[src/rtl/fifo_pkg.sv]
`default_nettype none
// ============================================================================
//  Module      : fifo_pkg
//  Description : Shared definitions for the experiment-4 FIFO write and read
//                controllers: default pointer width, the pointer type and a
//                helper that derives memory depth from pointer width.
//  Revision    : 1.0 - initial release
// ============================================================================
package fifo_pkg;

    // Default pointer width: MSB is the wrap bit, the rest address memory.
    localparam int c_PTR_W = 4;

    // Pointer type shared by the write-side and read-side controllers.
    typedef logic [c_PTR_W-1:0] ptr_t;

    // Number of memory entries addressed by a pointer of the given width.
    function automatic int fifo_depth(input int size);
        return 1 << (size - 1);
    endfunction

endpackage : fifo_pkg
`default_nettype wire

[src/rtl/fifo_write_ctrl_full_cmp.sv]
`default_nettype none
// ============================================================================
//  Module      : full_cmp
//  Description : Combinational full comparator. The FIFO is full when the
//                address bits of both pointers match but the wrap bits differ,
//                i.e. the writer is exactly one lap ahead of the reader.
//                Mirrors the read-side empty comparator.
//  Ports       : w_pointer - write pointer (wrap bit in MSB)
//                r_pointer - read pointer  (wrap bit in MSB)
//                f_flag    - FIFO full
//  Revision    : 1.0 - initial release
// ============================================================================
module full_cmp #(
    parameter int SIZE = 4
) (
    input  logic [SIZE-1:0] w_pointer,
    input  logic [SIZE-1:0] r_pointer,
    output logic            f_flag
);

    always_comb begin
        f_flag = (w_pointer[SIZE-1] != r_pointer[SIZE-1]) &&
                 (w_pointer[SIZE-2:0] == r_pointer[SIZE-2:0]);
    end

endmodule : full_cmp
`default_nettype wire

[src/rtl/fifo_write_ctrl.sv]
`default_nettype none
// ============================================================================
//  Module      : fifo_write_ctrl
//  Description : Write-side controller for the experiment-4 FIFO. Owns the
//                write pointer, gates memory writes, and produces the full
//                flag, occupancy count and a sticky overflow error.
//  Ports       : clk, rst    - clock (rising edge), async active-high reset
//                wr_req      - producer write request
//                clr_err     - clears ovf_err (a same-cycle overflow wins)
//                r_pointer   - read pointer from read side (same clk domain)
//                w_pointer   - registered write pointer, wrap bit in MSB
//                w_addr      - memory write address
//                mem_we      - memory write enable
//                f_flag      - FIFO full
//                count       - occupancy, 0..DEPTH
//                ovf_err     - sticky overflow (write requested while full)
//                af_flag     - almost full (count >= AF_LEVEL)
//  Options     : FIFO_ALMOST_FULL_EN - when defined, af_flag is driven from
//                the occupancy count; otherwise it is tied low.
//  Revision    : 1.0 - initial release
// ============================================================================
module fifo_write_ctrl
    import fifo_pkg::*;
#(
    parameter int SIZE     = 4,
    parameter int AF_LEVEL = 6
) (
    input  logic            clk,
    input  logic            rst,
    input  logic            wr_req,
    input  logic            clr_err,
    input  logic [SIZE-1:0] r_pointer,
    output logic [SIZE-1:0] w_pointer,
    output logic [SIZE-2:0] w_addr,
    output logic            mem_we,
    output logic            f_flag,
    output logic [SIZE-1:0] count,
    output logic            ovf_err,
    output logic            af_flag
);

    logic [SIZE-1:0] r_wptr;
    logic            r_ovf_err;
    logic            w_full;
    logic            w_we;
    logic            w_reject;
    logic [SIZE-1:0] w_count;

    full_cmp #(
        .SIZE      (SIZE)
    ) u_full_cmp (
        .w_pointer (r_wptr),
        .r_pointer (r_pointer),
        .f_flag    (w_full)
    );

    always_comb begin
        w_we     = wr_req & ~w_full;
        w_reject = wr_req &  w_full;
        // Modulo-2^SIZE difference; the wrap bit makes a full FIFO read DEPTH.
        w_count  = r_wptr - r_pointer;
    end

    always_ff @(posedge clk or posedge rst) begin
        if (rst) begin
            r_wptr <= '0;
        end else if (w_we) begin
            r_wptr <= r_wptr + 1'b1;
        end
    end

    // Set has priority over clear so an overflow in the clearing cycle is kept.
    always_ff @(posedge clk or posedge rst) begin
        if (rst) begin
            r_ovf_err <= 1'b0;
        end else if (w_reject) begin
            r_ovf_err <= 1'b1;
        end else if (clr_err) begin
            r_ovf_err <= 1'b0;
        end
    end

`ifdef FIFO_ALMOST_FULL_EN
    always_comb begin
        af_flag = (w_count >= SIZE'(AF_LEVEL));
    end
`else
    always_comb begin
        af_flag = 1'b0;
    end
`endif

    assign w_pointer = r_wptr;
    assign w_addr    = r_wptr[SIZE-2:0];
    assign mem_we    = w_we;
    assign f_flag    = w_full;
    assign count     = w_count;
    assign ovf_err   = r_ovf_err;

endmodule : fifo_write_ctrl
`default_nettype wire

[config.mk]
export PLATFORM = sky130hd
export DESIGN_NAME = fifo_write_ctrl
export DESIGN_NICKNAME = d
export VERILOG_FILES = /design/src/rtl/fifo_pkg.sv /design/src/rtl/fifo_write_ctrl_full_cmp.sv /design/src/rtl/fifo_write_ctrl.sv
export SDC_FILE = /design/constraint.sdc
export NUM_CORES = 1
export LEC_CHECK = 0
export CAP_MARGIN = 10
export CELL_PAD_IN_SITES_DETAIL_PLACEMENT = 1
export CELL_PAD_IN_SITES_GLOBAL_PLACEMENT = 2
export CORE_MARGIN = 1
export CORE_UTILIZATION = 23
export CTS_BUF_LIST = sky130_fd_sc_hd__clkbuf_8
export DETAILED_ROUTE_END_ITERATION = 8
export GPL_TIMING_DRIVEN = 0
export PLACE_DENSITY = 0.86
export SETUP_SLACK_MARGIN = 0.2
export SYNTH_ARGS = -nofsm -noshare
export SYNTH_HDL_FRONTEND = slang
export SYNTH_HIERARCHICAL = 1
export SYNTH_SLANG_ARGS = --single-unit
[constraint.sdc]
create_clock -name clk -period 2.85 [get_ports clk]
set_clock_uncertainty 0.2 [all_clocks]
set_input_delay 0.855 -clock clk [delete_from_list [all_inputs] [get_ports clk]]
set_output_delay 0.855 -clock clk [all_outputs]
set_load 0.05 [all_outputs]
### Yosys cells after proc, flatten, opt, wreduce, memory -nomap -nowiden

Cells that the tools add are included.

* bits in registers: 5
* input bits: 8
* word-level logic and storage cells: 13
* output and inout bits: 15

* bitwise logic cells: 3
* equal/unequal tests: 2
* multiplexer cells: 2
* reductions and logical operators: 2
* $add $sub $neg: 2

Operator list (number)
* 4-bit by 1-bit adder with 4-bit output, second input constant: 1
* 4-bit subtractor: 1
* 3-bit equality test: 1
* 1-bit AND: 2
* 1-bit two-way mux: 2
* 2-bit nonzero test: 1
* 1-bit logical AND: 1
* 1-bit != test: 1
* 1-bit inverter: 1

### Depth between registers and ports, before layout

Gate-level depths: netlist of the first run.

* depth in word-level cells: 4
* mapped depth: 6
* depth with buffers taken out: 5

### Modules after synthesis

Netlist of the first run, hierarchy kept.

Modules (own cells, without submodules)
* fifo_write_ctrl: times used 1, area each 402.9 um^2, seq. area each 125.1 um^2, cells each 37
* full_cmp: times used 1, area each 47.5 um^2, seq. area each 0.0 um^2, cells each 5

### Worst setup path after synthesis of the first run

No wires, ideal clock.

* path kind: input to output
* start: input port r_pointer[2]
* end: output port mem_we
* arrival time: 2450 ps
* data required time: 1795 ps
* setup slack: -655 ps
* cell stages on the path: 4
* cell sequence: xor2_1 nor4_2 nor2b_4 buf_6

* word-level cells in the longest chain between the ends: 4

RTL lines
* start: declaration: line fifo_write_ctrl.sv:32 `input logic [SIZE-1:0] r_pointer,`
* 3-bit equality test: line fifo_write_ctrl_full_cmp.sv:23 `(w_pointer[SIZE-2:0] == r_pointer[SIZE-2:0]);`
* 1-bit logical AND: line fifo_write_ctrl_full_cmp.sv:22 `f_flag = (w_pointer[SIZE-1] != r_pointer[SIZE-1]) &&`
* net f_flag: line fifo_write_ctrl.sv:36 `output logic f_flag,`
* 1-bit inverter: line fifo_write_ctrl.sv:58 `w_we = wr_req & ~w_full;`
* 1-bit AND: line fifo_write_ctrl.sv:58
* end: declaration: line fifo_write_ctrl.sv:35 `output logic mem_we,`

The timed path passes the listed nets, and every way through them passes these cells.

### Worst setup path after layout of the first run

* start: input port r_pointer[2]
* end: output port count[3]

* word-level cells in the longest chain between the ends: 1

RTL lines
* 4-bit subtractor: line fifo_write_ctrl.sv:61 `w_count = r_wptr - r_pointer;`
* end: declaration: line fifo_write_ctrl.sv:37 `output logic [SIZE-1:0] count,`

No other way between the ends.

==> metrics.md, run 1 <==
| Metric | Value |
|---|---|
| Asr flop ratio synth | `1.000` |
| Fin nets | `85` |
| Minimum clock period | `2.935 ns` |
| Post-DRT Antenna Nets | `0` |
| Routed metal-1 wirelength | `432 um` |
| Number of synthesized flops with an enable pin | `0` |
| Yosys top cell by area | `dfrtp_1` |
| Mapped cell area | `450.4 um2` |
| Top FF cell, synth | `dfrtp_1` |
| Crit Path Max Fanout | `2` |
| Layout cell share with drive strength beyond 1 | `0.6197` |
| Crit path max-delay family | `compound AO/OA/AOI/OAI gates` |
| Port-buffer cells | `21` |
| Drt via density | `3.896` |
| Synth top area share | `0.2778` |
| Worst r2r src | `w_pointer[2]` |
| Pre-CTS WS | `-1.380 ns` |
| Fillers | `189` |
| Diodes inserted | `0` |
| Max Fclk | `340.7 MHz` |
| Critical path class | `input port to primary output` |
| Status | `finished with violations` |
| DIE AREA | `2140 um2` |
| Placed Area | `809.5 um2` |
| Yosys reg bits | `5` |
| # setup viols final | `3` |
| WP buf/inv | `3` |
| Placed Cells | `88` |
| Via count | `374` |
| First-pass GRT wire length | `1800 um` |
| Crit share post-route | `1.030` |
| Final core utilization | `0.5221` |
| Largest net degree at the start of global routing | `9` |
| Worst Hold Class | `register to register` |
| Row count | `15` |
| Vert. Die Dim | `46.26 um` |
| Crit start category | `input port` |
| Clock transition at path regs | `0.04 ns` |
| Wire length per cell | `11.26 um` |
| Gr usage total | `0.1279` |
| DR pass1 iterations | `4` |
| Root Driver | `clkbuf_8` |
| Worst EP arrival | `1.88 ns` |
| Hold Fails Final Rpt | `0` |
| Slowest CP cell | `a31oi_4` |
| H-tree level count | `1` |
| Reg2reg end | `w_pointer[1]` |
| Slowest stage delay, CP | `0.21 ns` |
| R2R setup slack | `0.85 ns` |
| Max-slew violations | `0` |
| Longest Clk Path Bufs | `2` |
| R2R depth | `6` |
| CP required | `1.80 ns` |
| Most frequent cells after synthesis | `inv_1 (7), dfrtp_1 (5), xnor2_1 (5)` |
| Starting Density | `0.2526` |
| Hold depth | `2` |
| Sequential fraction of the synthesis area | `0.2778` |
| Top sig layer | `met3` |
| DR WL met2 | `572 um` |
| IO Count | `23` |
| Count leader, synth | `inv_1` |
| Clock latency on the worst-skew pair | `0.22 ns` |
| Post-Synthesis Cells | `42` |
| Detailed Route WL | `1081 um` |
| RSZ-0062 raised after global routing | `yes` |
| Synth Net Count | `55` |
| Cell variety after synth | `18` |
| Final instance area | `930.9 um2` |
| Num CTS Buffers | `3` |
| Max-cap violations | `0` |
| Synth area leaders | `dfrtp_1 (28%), ha_1 (11%), xnor2_1 (9.7%), xor2_1 (7.8%), buf_4 (6.7%)` |
| Hold EP | `ovf_err` |
| DPL Wire Length | `891.4 um` |
| Grt total ovfl | `0` |
| DRC errors left | `0` |
| Final worst setup slack | `-0.08503 ns` |
| Initial antenna violation count | `0` |
| GPL Wtd Cong | `0.6664` |
| DRT iter0 DRCs | `1` |
| Avg Inst Size Synth | `10.72 um2` |
| Failing checks | `setup timing` |
| P&R area growth vs syn | `106.7%` |
| CTS tree | `yes` |
| Endpoint type of the worst setup path | `primary output` |
| Worst-margin pin slew | `0.5035 ns` |
| Core area | `1783 um2` |
| Met3 WL | `76 um` |
| Synth Warn # | `6` |
| CP cell instances | `buf_12, inv_8, ha_4, a21o_1, a31oi_4, xnor2_4, buf_6` |
| Hold_sp | `ovf_err` |
| Die extent in x | `46.26 um` |
| Non-filler cells, final | `96` |
| CTS sink count | `5` |
| Slew headroom | `0.6638` |
| Vias in the first global route | `391` |
-- worst max path at each step --
stage	startpoint	end	cells after the start
floorplan	r_pointer[2]	mem_we	4
detailed placement	r_pointer[2]	count[3]	7
CTS	r_pointer[2]	count[3]	7
global route	r_pointer[2]	count[3]	7
finish	r_pointer[2]	count[3]	7
global placement	r_pointer[2]	count[3]	7
-- timing repair --
action | 4_1_cts | 5_1_grt
buffers inserted | 3 | 1
hold buffers | 0 | 0
gates resized for setup | 71 | 5
gates cloned | 0 | 0
pin swaps | 8 | 5
setup endpoints to repair | 11 | 7
-- layout by cell type, fill, tap and decap left out, drive strengths merged --
cell type       n
dlygate4sd2     3
a31oi           1
xnor2           6
nand2           2
mux2            1
ha              4
buf            19
nand4           1
o21ai           1
clkinv          1
dfrtp           5
a21o            1
clkdlybuf4s15   1
clkdlybuf4s50   5
fa              1
xor2            4
conb            1
nor4            1
dlymetal6s2s    2
nor2b           1
clkbuf          3
inv             7
-- kinds of logic after synthesis --
logic type,count (synthesis),synth area share
mux,1,0.03332
buf+inv,12,0.1500
simple gates,5,0.1222
xor+xnor,10,0.2111
fa+ha+maj,5,0.1556
other cells,1,0.008325
flops,5,0.2778
compound gates,3,0.04167
-- tightest hold or removal path: stages, from the launching register on --
cell     delay [ns]
dfrtp_1        0.37
inv_1          0.05
o21ai_0        0.08
-- cell type report --
type                       count  area (um2)  share of cell area
tap                           25       31.28             0.03360
buffer                         5       41.29             0.04435
sequential                     5       127.6              0.1371
multi-input combinational     25       382.9              0.4113
inverter                       7       36.28             0.03898
clock buffer                   3       41.29             0.04435
clock inverter                 1       5.005            0.005376
timing repair buffer          25       265.3              0.2849
-- flip-flops by register name, summed over array words and instances (netlist names) --
register,cells
ovf_err,1
w_pointer,4
-- metal layers --
layer | global-route usage | vias to the layer above
met5 | 0 | -
met4 | 0.03529 | 0
met3 | 0.05882 | 0
met2 | 0.2113 | 22
met1 | 0.1476 | 170
li1 | - | 182
-- through the flow --
stage / hold slack [ns] / TNS [ns]
after floorplan: 0.4334 / -0.2819
after global placement: 0.3248 / -6.739
after detailed placement: 0.3510 / -6.792
after CTS: 0.3619 / -0.2857
after global routing: 0.4369 / -0.3277
final: 0.3476 / -0.1850
Power of run 1 is not shown: default switching activity piles up to over one toggle a cycle in this logic, so the estimate is an artifact.
==> run 2, diff against run 1 <==
ABC_CLOCK_PERIOD_IN_PS = 2850   (was not set)
==> results of run 2 <==
No change in the layout: final DEF, timing and power equal those of run 1.
Power of run 2 is left out for the same reason.
==> run 3, diff against run 2 <==
ABC_CLOCK_PERIOD_IN_PS = not set   (was 2850)
==> results of run 3 <==
No change in the layout: final DEF, timing and power equal those of run 1.
Power of run 3 is left out for the same reason.
